===== config.mk =====
export PLATFORM = sky130hd
export DESIGN_NAME = game_ctrl
export DESIGN_NICKNAME = d
export VERILOG_FILES = /design/src/rtl/game_pkg.sv /design/src/rtl/sync_edge.sv /design/src/rtl/game_ctrl.sv
export SDC_FILE = /design/constraint.sdc
export NUM_CORES = 1
export LEC_CHECK = 0
export BUFFER_PORTS_ARGS = -buffer_cell sky130_fd_sc_hd__clkbuf_2
export CAP_MARGIN = 15
export CORE_UTILIZATION = 44
export CTS_CLUSTER_DIAMETER = 200
export DETAILED_ROUTE_END_ITERATION = 10
export PLACE_DENSITY = 0.76
export SYNTH_ARGS = -nofsm -noshare
export SYNTH_HDL_FRONTEND = slang
export SYNTH_HIERARCHICAL = 1
export SYNTH_SLANG_ARGS = --single-unit

===== constraint.sdc =====
create_clock -name clk -period 5.87 [get_ports clk]
set_input_delay 0.587 -clock clk [delete_from_list [all_inputs] [get_ports clk]]
set_output_delay 0.587 -clock clk [all_outputs]
set_load 0.03 [all_outputs]

===== src/rtl/game_pkg.sv =====
// Shared game definitions: state and direction codes, the default play time,
// and the button-to-direction encoder used by the controller.
package game_pkg;

  localparam int TIME_LIMIT_DEF = 60;

  typedef enum logic [1:0] {
    ST_START = 2'd0,
    ST_PLAY  = 2'd1,
    ST_LOSE  = 2'd2,
    ST_WIN   = 2'd3
  } state_t;

  typedef enum logic [3:0] {
    DIR_NONE      = 4'b0000,
    DIR_LEFT      = 4'b0001,
    DIR_UP        = 4'b0010,
    DIR_LEFTUP    = 4'b0011,
    DIR_RIGHT     = 4'b0100,
    DIR_LEFTDOWN  = 4'b0101,
    DIR_RIGHTUP   = 4'b0110,
    DIR_RIGHTDOWN = 4'b0111,
    DIR_DOWN      = 4'b1000
  } dir_t;

  // Opposing pairs and three-or-more presses fall through to NONE.
  function automatic dir_t encode_dir(input logic up, input logic down,
                                      input logic left, input logic right);
    dir_t d;
    case ({up, down, left, right})
      4'b1000: d = DIR_UP;
      4'b0100: d = DIR_DOWN;
      4'b0010: d = DIR_LEFT;
      4'b0001: d = DIR_RIGHT;
      4'b1010: d = DIR_LEFTUP;
      4'b0110: d = DIR_LEFTDOWN;
      4'b1001: d = DIR_RIGHTUP;
      4'b0101: d = DIR_RIGHTDOWN;
      default: d = DIR_NONE;
    endcase
    return d;
  endfunction

endpackage


===== src/rtl/sync_edge.sv =====
// Two-flop synchronizer for a raw button, with an optional rising-edge pulse
// that stays disarmed until the button has been seen released after reset.
module sync_edge #(
  parameter bit EDGE = 1'b0
) (
  input  logic clk,
  input  logic rst_n,
  input  logic async_in,
  output logic level,
  output logic rise
);

  logic s1, s2;

  always_ff @(posedge clk or negedge rst_n) begin
    if (!rst_n) begin
      s1 <= 1'b0;
      s2 <= 1'b0;
    end else begin
      s1 <= async_in;
      s2 <= s1;
    end
  end

  assign level = s2;

  generate
    if (EDGE) begin : g_edge
      logic s3, v1, v2, armed;

      // v1/v2 mark when s2 holds a genuine post-reset sample, so a button held
      // through reset cannot arm the detector until it is actually released.
      always_ff @(posedge clk or negedge rst_n) begin
        if (!rst_n) begin
          s3    <= 1'b0;
          v1    <= 1'b0;
          v2    <= 1'b0;
          armed <= 1'b0;
        end else begin
          s3    <= s2;
          v1    <= 1'b1;
          v2    <= v1;
          armed <= armed | (v2 & ~s2);
        end
      end

      assign rise = s2 & ~s3 & armed;
    end else begin : g_level
      assign rise = 1'b0;
    end
  endgenerate

endmodule


===== src/rtl/game_ctrl.sv =====
// Game controller: start/play/lose/win FSM, countdown timer and direction
// encoder, driven from synchronized buttons; all outputs are registered.
module game_ctrl
  import game_pkg::*;
#(
  parameter int TIME_LIMIT = TIME_LIMIT_DEF
) (
  input  logic       clk,
  input  logic       rst_n,
  input  logic       btn_start,
  input  logic       btn_up,
  input  logic       btn_down,
  input  logic       btn_left,
  input  logic       btn_right,
  input  logic       tick,
  input  logic       hit,
  input  logic       goal,
  output logic [1:0] state,
  output logic [3:0] mode,
  output logic [7:0] timer
);

  localparam logic [7:0] TIME_INIT = 8'(TIME_LIMIT);

  logic       start_p, start_lvl_unused;
  logic       up_s, down_s, left_s, right_s;
  logic [3:0] dir_rise_unused;

  sync_edge #(.EDGE(1'b1)) u_sync_start (
    .clk(clk), .rst_n(rst_n), .async_in(btn_start),
    .level(start_lvl_unused), .rise(start_p));
  sync_edge #(.EDGE(1'b0)) u_sync_up (
    .clk(clk), .rst_n(rst_n), .async_in(btn_up),
    .level(up_s), .rise(dir_rise_unused[0]));
  sync_edge #(.EDGE(1'b0)) u_sync_down (
    .clk(clk), .rst_n(rst_n), .async_in(btn_down),
    .level(down_s), .rise(dir_rise_unused[1]));
  sync_edge #(.EDGE(1'b0)) u_sync_left (
    .clk(clk), .rst_n(rst_n), .async_in(btn_left),
    .level(left_s), .rise(dir_rise_unused[2]));
  sync_edge #(.EDGE(1'b0)) u_sync_right (
    .clk(clk), .rst_n(rst_n), .async_in(btn_right),
    .level(right_s), .rise(dir_rise_unused[3]));

  state_t     state_q, state_d;
  dir_t       mode_q, mode_d;
  logic [7:0] timer_q, timer_d;

  always_ff @(posedge clk or negedge rst_n) begin
    if (!rst_n) begin
      state_q <= ST_START;
      mode_q  <= DIR_NONE;
      timer_q <= TIME_INIT;
    end else begin
      state_q <= state_d;
      mode_q  <= mode_d;
      timer_q <= timer_d;
    end
  end

  always_comb begin
    state_d = state_q;
    timer_d = timer_q;
    mode_d  = DIR_NONE;
    case (state_q)
      ST_START: begin
        timer_d = TIME_INIT;
        if (start_p) state_d = ST_PLAY;
      end
      ST_PLAY: begin
        // The tick still counts down on the edge where hit or goal ends play.
        if (tick && timer_q != 8'd0) timer_d = timer_q - 8'd1;
        if (hit)                           state_d = ST_LOSE;
        else if (tick && timer_q == 8'd1)  state_d = ST_LOSE;
        else if (goal)                     state_d = ST_WIN;
        else mode_d = encode_dir(up_s, down_s, left_s, right_s);
      end
      ST_LOSE, ST_WIN: begin
        if (start_p) begin
          state_d = ST_START;
          timer_d = TIME_INIT;
        end
      end
      default: state_d = ST_START;
    endcase
  end

  assign state = state_q;
  assign mode  = mode_q;
  assign timer = timer_q;

endmodule

Word-level counts from Yosys, hierarchy flattened
Memory sizes are Yosys's and may differ from the RTL's.
Index checks and enable logic that the tools add are counted.
Operators by class
  add/sub/neg operators: 1
  eq/ne operators: 8
  muxes and demuxes: 13
  bitwise logic cells: 6
  reduce and logical (&&, ||, !) cells: 7
Operator list (count)
  case mux 8 bit (3 select lines): 1
  2-to-1 mux 4 bit: 4
  2-to-1 mux 8 bit: 2
  2-to-1 mux 2 bit: 5
  == test 8 x 1 -> 1 bit, second input constant: 1
  nonzero test 8 bit: 1
  subtractor 8 x 1 -> 8 bit, second input constant: 1
  inequality test 2 bit, second input constant: 3
  case mux 2 bit (3 select lines): 1
  == test 2 bit, second input constant: 2
  inequality test 4 bit, second input constant: 1
  bitwise AND 1 bit: 3
  AND reduction 3 bit: 1
  == test 2 x 1 -> 1 bit, second input constant: 1
  logical AND 1 bit: 2
  logical NOT 2 bit: 1
  NOT 1 bit: 2
  AND reduction 2 bit: 1
  OR reduction 2 bit: 1
  bitwise OR 1 bit: 1
Word-level totals
  register bits after elaboration: 28
  bits in read-only memories: 64
  output and inout port bits: 14
  memories kept: 1
Memories
  (name not given): depth 16, width 4, read ports 1, clocked after memory_dff 0, wr ports 0, RTL line game_pkg.sv:30  | case ({up, down, left, right})

Depth between registers and ports, before layout
  depth in word-level cells: 5
  depth in mapped cells: 6

Cells and area by module
Netlist, hierarchy kept.
By module, submodules not included
  game_ctrl: times used 1, cells an instance 85, area an instance 840.8 um^2, sequential area each 355.3 um^2
  sync_edge (u_sync_down ...): times used 4, cells an instance 4, area an instance 61.3 um^2, sequential area each 50.0 um^2
  sync_edge (u_sync_start): times used 1, cells an instance 11, area an instance 172.7 um^2, sequential area each 150.1 um^2

Least setup slack after synthesis
OpenSTA, ideal clock, no wires.
  kind: register to register
  start: reg timer_q[2] (netlist: timer[2])
  end: reg timer_q[7] (netlist: timer[7])
  setup time: 0.079 ns
  arrival time: 1.867 ns
  data required time: 5.791 ns
  setup slack: 3.924 ns
  cell stages (with the launch flop): 6
  buffers on the path: 1
  period minus slack after synthesis: 1.946 ns
  path through: dfstp_2 > or4_1 > buf_2 > or2_0 > or4_1 > a21oi_1
Between the ends
  cells in the longest elaborated chain, start to end: 4
  elaborated cells on any way between the ends: 7
RTL lines
  start: declaration: RTL line game_ctrl.sv:47  | logic [7:0] timer_q, timer_d;
  start signal: assignment: RTL line game_ctrl.sv:57  | timer_q <= timer_d;
  parallel branches: the longest is 4 deep, another holds subtractor 8 x 1 -> 8 bit
Several ways; the timed one is not identified. The select of a mux whose other input is x is not followed.
A chain may end at the register's enable or synchronous reset.

Worst setup path in the final report
Ends and elaborated chain as after synthesis.

==> metrics <==
Fmax=496.0 MHz; vias in the first global route=824; post-synth design cell area=1214 um2; syn_nets=121; antenna cells=0; H-tree depth=1; CP Data Required Time=6.14 ns; placed cell count=156; Startpoint Class=flop; Clock Path Buffers=2; final setup skew=0.008181 ns; buffers and inverters on the worst path=0; most used cell, CP=or4_1; Syn Area/Cell=11.67 um2; P&R area growth vs syn=16.50%; largest net degree at the start of global routing=29; final worst path period share=0.3434; Total Neg Setup Slack=0 ns; die area=2972 um2; reg2reg start=timer[2]; routed via count=873; Reg clk slew, reported paths=0.14 ns; R2R setup slack=3.85 ns; leakage power total=0.6631 nW; initial DRC count=17; Worst-Skew Late Latency=0.33 ns; Die Wd=54.52 um; Max-cap violations=0; # clock sinks=28; Crit path arrival time=2.28 ns; boundary pin count=24; antenna violations before repair=0; grt ovf=0; Crit-path slowest cell=or4_1; YS warnings=6; WL final=2.093 mm; Layout Cells excl Fill=160; layout cell share with drive strength beyond 1=0.2846; worst-margin pin slew=0.6527 ns; worst r2r dst=timer[7]; Setup violations, final=0; number of flip-flops in the largest register=8; Final min period=2.016 ns; Root Buffer=clkbuf_4; P per Cell Area=386.8 nW/um2; Crit Path Max Fanout=7; DR DRC count=0; GPL Wtd Cong=0.8023; Crit path largest cell delay=0.67 ns; Mapped Cells=104; die height=54.52 um; # nets final=148; Worst VDD drop=0.0001762 V; Hold Crit Class=in -> async; Worst slew margin=0.5648; core area=2545 um2; TritonCTS buffer count=3; IO buf count=23; Routed wire per std cell=13.08 um; RSZ-0062 raised after global routing=false; Vias/cell=5.456; crit path kind=reg -> reg; GRT Overall Usage=0.1696; Post-CTS Setup Inserts=0; Final Max Slew Viols=0; initial core utilization=0.4769; HPWL Detailed=1.478 mm; first-pass GRT wire length=3.415 mm; row count=18; Final Hold Viols=0; hold_buf cts=0; status=completed; post-CTS sizing=0; Antenna Violating Nets Remaining=0; drt pass-1 iters=6; # fillers=228; crit end category=flop; worst reg-to-reg path cell count=4; TritonCTS clock tree=yes; critical path's top delay family=simple AND/OR/NAND/NOR gates; critical path, cell by cell=or4_1 > or2_0 > or4_1 > a21oi_1
cells in the final DEF (no fill, tap or decap), types with 4 or more instances in the layout:
master	instances
a21oi_1	6
clkbuf_2	23
dfrtp_1	24
dfstp_2	4
ha_1	7
inv_1	6
nand2_1	6
nand2b_1	5
nor2_1	8
o21ai_0	5
through the flow:
step	area, um2	worst slack [ns]	util	power [mW]	hold slack, ns
after floorplan	1214	3.924	-	0.3720	0.2914
after global placement	1361	3.929	0.5349	0.4168	0.3315
after detailed placement	1361	3.878	0.5349	0.4254	0.3347
after CTS	1414	3.851	0.5556	0.5524	0.2586
after global routing	1414	3.762	0.5556	0.5807	0.2975
final	1414	3.854	0.5556	0.5468	0.2539
where the power goes:
part           internal, mW  switching, mW
Combinational        0.0591          0.119
Sequential            0.220         0.0248
Clock                0.0691         0.0545
worst register-to-register path, delay by kind of cell, from the launching register on:
family	cells	cell delay [ns]
flip-flops	1	0.42
AO/OA/AOI/OAI	1	0.13
AND/OR/NAND/NOR	3	1.40
layout make-up:
class,instances,area [um2],area share
Timing Repair Buffer,23,115.1,0.08142
Sequential cell,28,705.7,0.4991
Clock inverter,1,30.03,0.02124
Multi-Input combinational cell,69,480.5,0.3398
Clock buffer,3,22.52,0.01593
Inverter,6,22.52,0.01593
Tap cell,30,37.54,0.02655
worst max-delay path by stage:
stage / start / endpoint / slack (ns) / depth (start not counted)
floorplan: timer[2] / timer[7] / 3.92 / 5
global placement: timer[2] / timer[7] / 3.93 / 4
detailed placement: timer[2] / timer[4] / 3.88 / 4
CTS: timer[2] / timer[4] / 3.85 / 4
global route: timer[2] / timer[4] / 3.76 / 4
finish: timer[2] / timer[7] / 3.85 / 4
metal layers:
layer / GRT usage / vias to the layer above / part of all wire
met2: 0.2785 / 31 / 0.50
met4: 0.1282 / 0 / 0.032
met5: 0 / - / 0
li1: - / 425 / -
met1: 0.1986 / 410 / 0.42
met3: 0.02500 / 7 / 0.050
Note: power is estimated with default switching activity, not from simulation.
